### src/rtl/song_recorder.sv
// Composer-mode sequencer driving the song RAM write port: clears the RAM on
// entry to composer mode, then records held notes as {end,note,duration} words.
module song_recorder #(
  parameter logic [1:0]  COMPOSE_STATE = 2'd2,
  parameter int          CLEAR_CYCLES  = 130,
  parameter logic [8:0]  MAX_DUR       = 9'd511,
  parameter logic [15:0] END_WORD      = 16'h803C
) (
  input  logic        clk,
  input  logic        reset,
  input  logic        beat,
  input  logic [1:0]  master_state,
  input  logic        record_button,
  input  logic [5:0]  note_in,
  output logic        clear_ram_pulse,
  output logic        write_enable,
  output logic [6:0]  write_address,
  output logic [15:0] write_payload,
  output logic        recording,
  output logic        ram_full
);

  typedef enum logic [2:0] {
    IDLE, CLEARING, ARMED, RECORD, FIN_NOTE, FIN_END, DONE
  } state_t;

  localparam logic [7:0] CLR_LAST  = 8'(CLEAR_CYCLES - 1);
  localparam logic [6:0] LAST_DATA = 7'd126;

  state_t      state, state_n;
  logic [1:0]  prev_master;
  logic [7:0]  clr_cnt, clr_cnt_n;
  logic [6:0]  addr, addr_n;
  logic [8:0]  dur, dur_n;
  logic [5:0]  cur_note, cur_note_n;
  logic        full_n, clr_n, we_n;
  logic [6:0]  wa_n;
  logic [15:0] wp_n;

  assign recording = (state == RECORD);

  always_ff @(posedge clk or negedge reset) begin
    if (!reset) begin
      state           <= IDLE;
      prev_master     <= 2'd0;
      clr_cnt         <= 8'd0;
      addr            <= 7'd0;
      dur             <= 9'd0;
      cur_note        <= 6'd0;
      ram_full        <= 1'b0;
      clear_ram_pulse <= 1'b0;
      write_enable    <= 1'b0;
      write_address   <= 7'd0;
      write_payload   <= 16'd0;
    end else begin
      state           <= state_n;
      prev_master     <= master_state;
      clr_cnt         <= clr_cnt_n;
      addr            <= addr_n;
      dur             <= dur_n;
      cur_note        <= cur_note_n;
      ram_full        <= full_n;
      clear_ram_pulse <= clr_n;
      write_enable    <= we_n;
      write_address   <= wa_n;
      write_payload   <= wp_n;
    end
  end

  always_comb begin
    state_n    = state;
    clr_cnt_n  = clr_cnt;
    addr_n     = addr;
    dur_n      = dur;
    cur_note_n = cur_note;
    full_n     = ram_full;
    clr_n      = 1'b0;
    we_n       = 1'b0;
    wa_n       = write_address;
    wp_n       = write_payload;

    // Leaving composer mode abandons whatever is in flight, including a pending note.
    if (state != IDLE && master_state != COMPOSE_STATE) begin
      state_n = IDLE;
    end else begin
      case (state)
        IDLE: begin
          if (master_state == COMPOSE_STATE && prev_master != COMPOSE_STATE) begin
            clr_n     = 1'b1;
            state_n   = CLEARING;
            clr_cnt_n = 8'd0;
            full_n    = 1'b0;
          end
        end
        CLEARING: begin
          clr_cnt_n = clr_cnt + 8'd1;
          if (clr_cnt == CLR_LAST) state_n = ARMED;
        end
        ARMED: begin
          if (record_button) begin
            state_n    = RECORD;
            addr_n     = 7'd0;
            dur_n      = 9'd0;
            full_n     = 1'b0;
            cur_note_n = note_in;
          end
        end
        RECORD: begin
          if (record_button) begin
            state_n = FIN_NOTE;
          end else if (beat) begin
            if (note_in == cur_note && dur < MAX_DUR) begin
              dur_n = dur + 9'd1;
            end else begin
              if (dur != 9'd0) begin
                we_n   = 1'b1;
                wa_n   = addr;
                wp_n   = {1'b0, cur_note, dur};
                addr_n = addr + 7'd1;
                // Address 127 belongs to the END word, so a full RAM stops recording.
                if (addr == LAST_DATA) begin
                  full_n  = 1'b1;
                  state_n = FIN_END;
                end
              end
              cur_note_n = note_in;
              dur_n      = 9'd1;
            end
          end
        end
        FIN_NOTE: begin
          if (dur != 9'd0 && addr <= LAST_DATA) begin
            we_n   = 1'b1;
            wa_n   = addr;
            wp_n   = {1'b0, cur_note, dur};
            addr_n = addr + 7'd1;
            if (addr == LAST_DATA) full_n = 1'b1;
          end
          state_n = FIN_END;
        end
        FIN_END: begin
          we_n    = 1'b1;
          wa_n    = addr;
          wp_n    = END_WORD;
          state_n = DONE;
        end
        DONE: begin
          if (record_button) begin
            clr_n     = 1'b1;
            state_n   = CLEARING;
            clr_cnt_n = 8'd0;
            full_n    = 1'b0;
          end
        end
        default: state_n = IDLE;
      endcase
    end
  end

endmodule
### config.mk
export PLATFORM = sky130hd
export DESIGN_NAME = song_recorder
export DESIGN_NICKNAME = d
export VERILOG_FILES = /design/src/rtl/song_recorder.sv
export SDC_FILE = /design/constraint.sdc
export NUM_CORES = 1
export LEC_CHECK = 0
export CORE_UTILIZATION = 30
export CTS_BUF_LIST = sky130_fd_sc_hd__clkbuf_16
export DETAILED_ROUTE_END_ITERATION = 8
export PLACE_DENSITY = 0.52
export SYNTH_ARGS = -nofsm -noshare
export SYNTH_HDL_FRONTEND = slang
export SYNTH_SLANG_ARGS = --single-unit
### constraint.sdc
create_clock -name clk -period 2.65 [get_ports clk]
set_clock_uncertainty 0.15 [all_clocks]
set_input_delay 0.53 -clock clk [delete_from_list [all_inputs] [get_ports clk]]
set_output_delay 0.53 -clock clk [all_outputs]
set_load 0.01 [all_outputs]
==> qor.yml <==
ys_types: 53
yosysTopAreaCell: "dfrtp_1"
required_ps: 1970
fmax_mhz: 393
ys_seq_elements: 61
cts-buffers-inserted: 9
layout-drive-gt1-share_pct: 16.5
drtAntennaViolNets: 0
final.period_utilization_pct: 96.0
cp_max_fo: 17
synth_top_area_share_pct: 46.9
ys_warn_count: 0
post-cts-setup-buffers: 0
synthSimpleGateAreaFrac_pct: 21.2
synth_area_mm2: 0.00326
synth_fa_ha_area_share_pct: 2.31
layout_setup_ws_ps: 105
drv_slew: 0
avgRoutedWirePerCell_um: 14.1
p_comb_share_pct: 5.0
final_util_pct: 40.7
rows: 37
clk_pin_slew_ps: 50
power_switching_mw: 0.484
synth_top_flop_cell: "dfrtp_1"
arrival_ps: 1870
yosysMostFrequentCell: "dfrtp_1"
firstDrtPassIters: 4
yosys-top-cells-area: "dfrtp_1 (47%), mux2_2 (5.9%), nand2_1 (4.1%)"
die_w_um: 106
synth_common_cells: "dfrtp_1 (61), nand2_1 (36), inv_1 (23)"
avgViaCountPerCell: 4.91
synth_top_family_by_area: "simple AND/OR/NAND/NOR gates"
grt_max_degree: 62
fin_crit_ps: 2550
synthCells: 328
pre_cts_slack_ps: -172
die-area_mm2: 0.0113
hold_buffers: 0
drv_cap: 0
port_buffers: 38
cp_cell_sequence: "nand3b_4 > inv_1 > clkdlybuf4s50_1"
synthXorXnorAreaFrac_pct: 4.30
clk_path_buf_depth: 2
endpoint: "recording"
synth.area.mux_share_pct: 10.2
grt_overflow: 0
area_growth_pct: 30.1
synth.avg_cell_area_um2: 9.93
num-fill-cells: 1019
yosysSeqAreaShare_pct: 46.9
dp_hpwl_um: 5320
netSwitchingFraction_pct: 22.1
num_io_pins: 39
grt_usage_pct: 14.8
tightest_slew_ps: 575
r2r_setup_slack_ps: 190
routabilityCongestion: 0.841
criticalPathCategory: "reg2out"
outcome: "finished clean"
synth_fp_nets: 346
ctsRootBufferMaster: "clkbuf_16"
rsz0062_at_grt: "no"
post_cts_resized: 0
die_height_um: 106
setup_viol_count_final: 0
drc_errors: 0
start_kind: "flop"
synth-compound-area-share_pct: 10.1
crit_start: "state[1]"
nNetsFinal: 407
initial_utilization_pct: 31.3
end_kind: "primary output"
vias: 2600
grt_pass1_wl_um: 13200
power.density_mw_per_mm2: 517
grt_antenna_before_repair: 0
p_seq_share_pct: 43.6
cpMaxStageDelayCell: "dfrtp_1"
grt_pass1_vias: 2778
insertion_delay_ps: 330
htree_levels: 3
p_int_mw: 1.71
hp-class: "in2async"
fin_area_mm2: 0.00424
cts_tree: "done"
core_mm2: 0.0104
ir_drop_mv: 0.273
cts.sinks: 61
rr_worst_depth: 8
dpl-instance-area_mm2: 0.00395
rr_startpoint: "addr[0]"
synth_edf_count: 0
slew-limit-headroom_pct: 61.4
r2r_end: "write_address[0]"
hold_viol_final: 0
async_flop_share_pct: 100
drt_iter0_drc: 128
diodes: 0
drt_wl_total_um: 7470
critPathMaxStageDelay_ps: 670
p_leak_nw: 1.96
power_frac_clock_pct: 51.4
-- through the flow --
step	cells	hold WS, ps	total power [mW]	setup TNS (ps)
after floorplan	328	84.4	1.02	0
after CTS	530	73.9	2.22	0
after detailed placement	514	343	1.08	-2550
after global routing	530	98.9	2.27	0
after global placement	514	339	1.08	-1800
final	530	51.9	2.19	0
-- routing by layer --
| layer | vias up | GRT usage [%] | share of wire (%) |
|---|---|---|---|
| met3 | 11 | 2.82 | 3.4 |
| met5 | - | 0 | 0 |
| met1 | 1261 | 18.3 | 48 |
| met4 | 0 | 6.45 | 1.8 |
| met2 | 41 | 25.1 | 47 |
| li1 | 1287 | - | - |
-- placed cells by master, fill, tap and decap left out, types with 2 or more instances in the layout --
cell,n
dfrtp_1,61
clkdlybuf4s50_1,37
nand2_1,36
inv_1,25
buf_4,25
nor2_1,18
mux2_2,17
nand3_1,15
xnor2_1,14
mux2i_1,13
a21oi_1,11
o21ai_0,10
nand2b_1,9
nand4_1,9
clkbuf_16,9
nor4_1,8
nor3_1,7
ha_1,6
or4_1,4
a32o_1,4
and2_1,3
nor3b_1,3
and3_1,3
nor2b_1,3
o211ai_1,3
o31ai_1,3
nor4b_1,2
a41oi_1,2
xor2_1,2
o21a_1,2
clkinv_2,2
buf_12,2
-- power groups by stage --
stage	clock [mW]	combinational [mW]	sequential (mW)
2_1_floorplan	0	0.0480	0.967
3_3_place_gp	0	0.111	0.971
3_5_place_dp	0	0.111	0.972
4_1_cts	1.15	0.112	0.956
5_1_grt	1.19	0.124	0.957
6_report	1.12	0.109	0.955
-- area by class of cell --
class | count | area [um2] | area share, %
multi-input cells | 229 | 1570 | 37.0
inverters | 23 | 86.3 | 2.04
well taps | 136 | 170 | 4.02
repair buffers | 65 | 603 | 14.2
clock inverters | 7 | 58.8 | 1.39
clock buffers | 9 | 225 | 5.31
flip-flops and latches | 61 | 1530 | 36.0
-- cell families (layout without fill, tap and decap cells) --
logic type	after synthesis	count (layout)
and+or+nand+nor	129	129
adders and majority gates	6	6
DFF	61	61
AOI/OAI and AO/OA	47	47
muxes	31	31
xor gates and xnor gates	16	16
buffers and inverters	38	104
-- how the worst min path moves through the flow --
stage | start | endpoint | slack (ps) | cells past startpoint
6_report | reset | write_payload[0] | 50 | 2
5_1_grt | reset | write_payload[0] | 100 | 2
4_1_cts | reset | cur_note[3] | 70 | 2
3_5_place_dp | write_payload[4] | write_payload[4] | 340 | 1
3_3_place_gp | write_payload[15] | write_payload[15] | 340 | 1
2_1_floorplan | reset | addr[0] | 80 | 0
-- registers in the layout (all words and copies together) (netlist names), 2 cells and up --
signal	flops
cur_note	6
state	3
write_payload	16
clr_cnt	8
addr	7
dur	9
prev_master	2
write_address	7
-- worst max-delay path: cells and delay by family, from the launching register on --
family	cells	cell delay [ps]
flip-flops	1	670
AND/OR/NAND/NOR	1	160
buffers and inverters	2	710
Note: power is estimated with default switching activity, not from simulation.
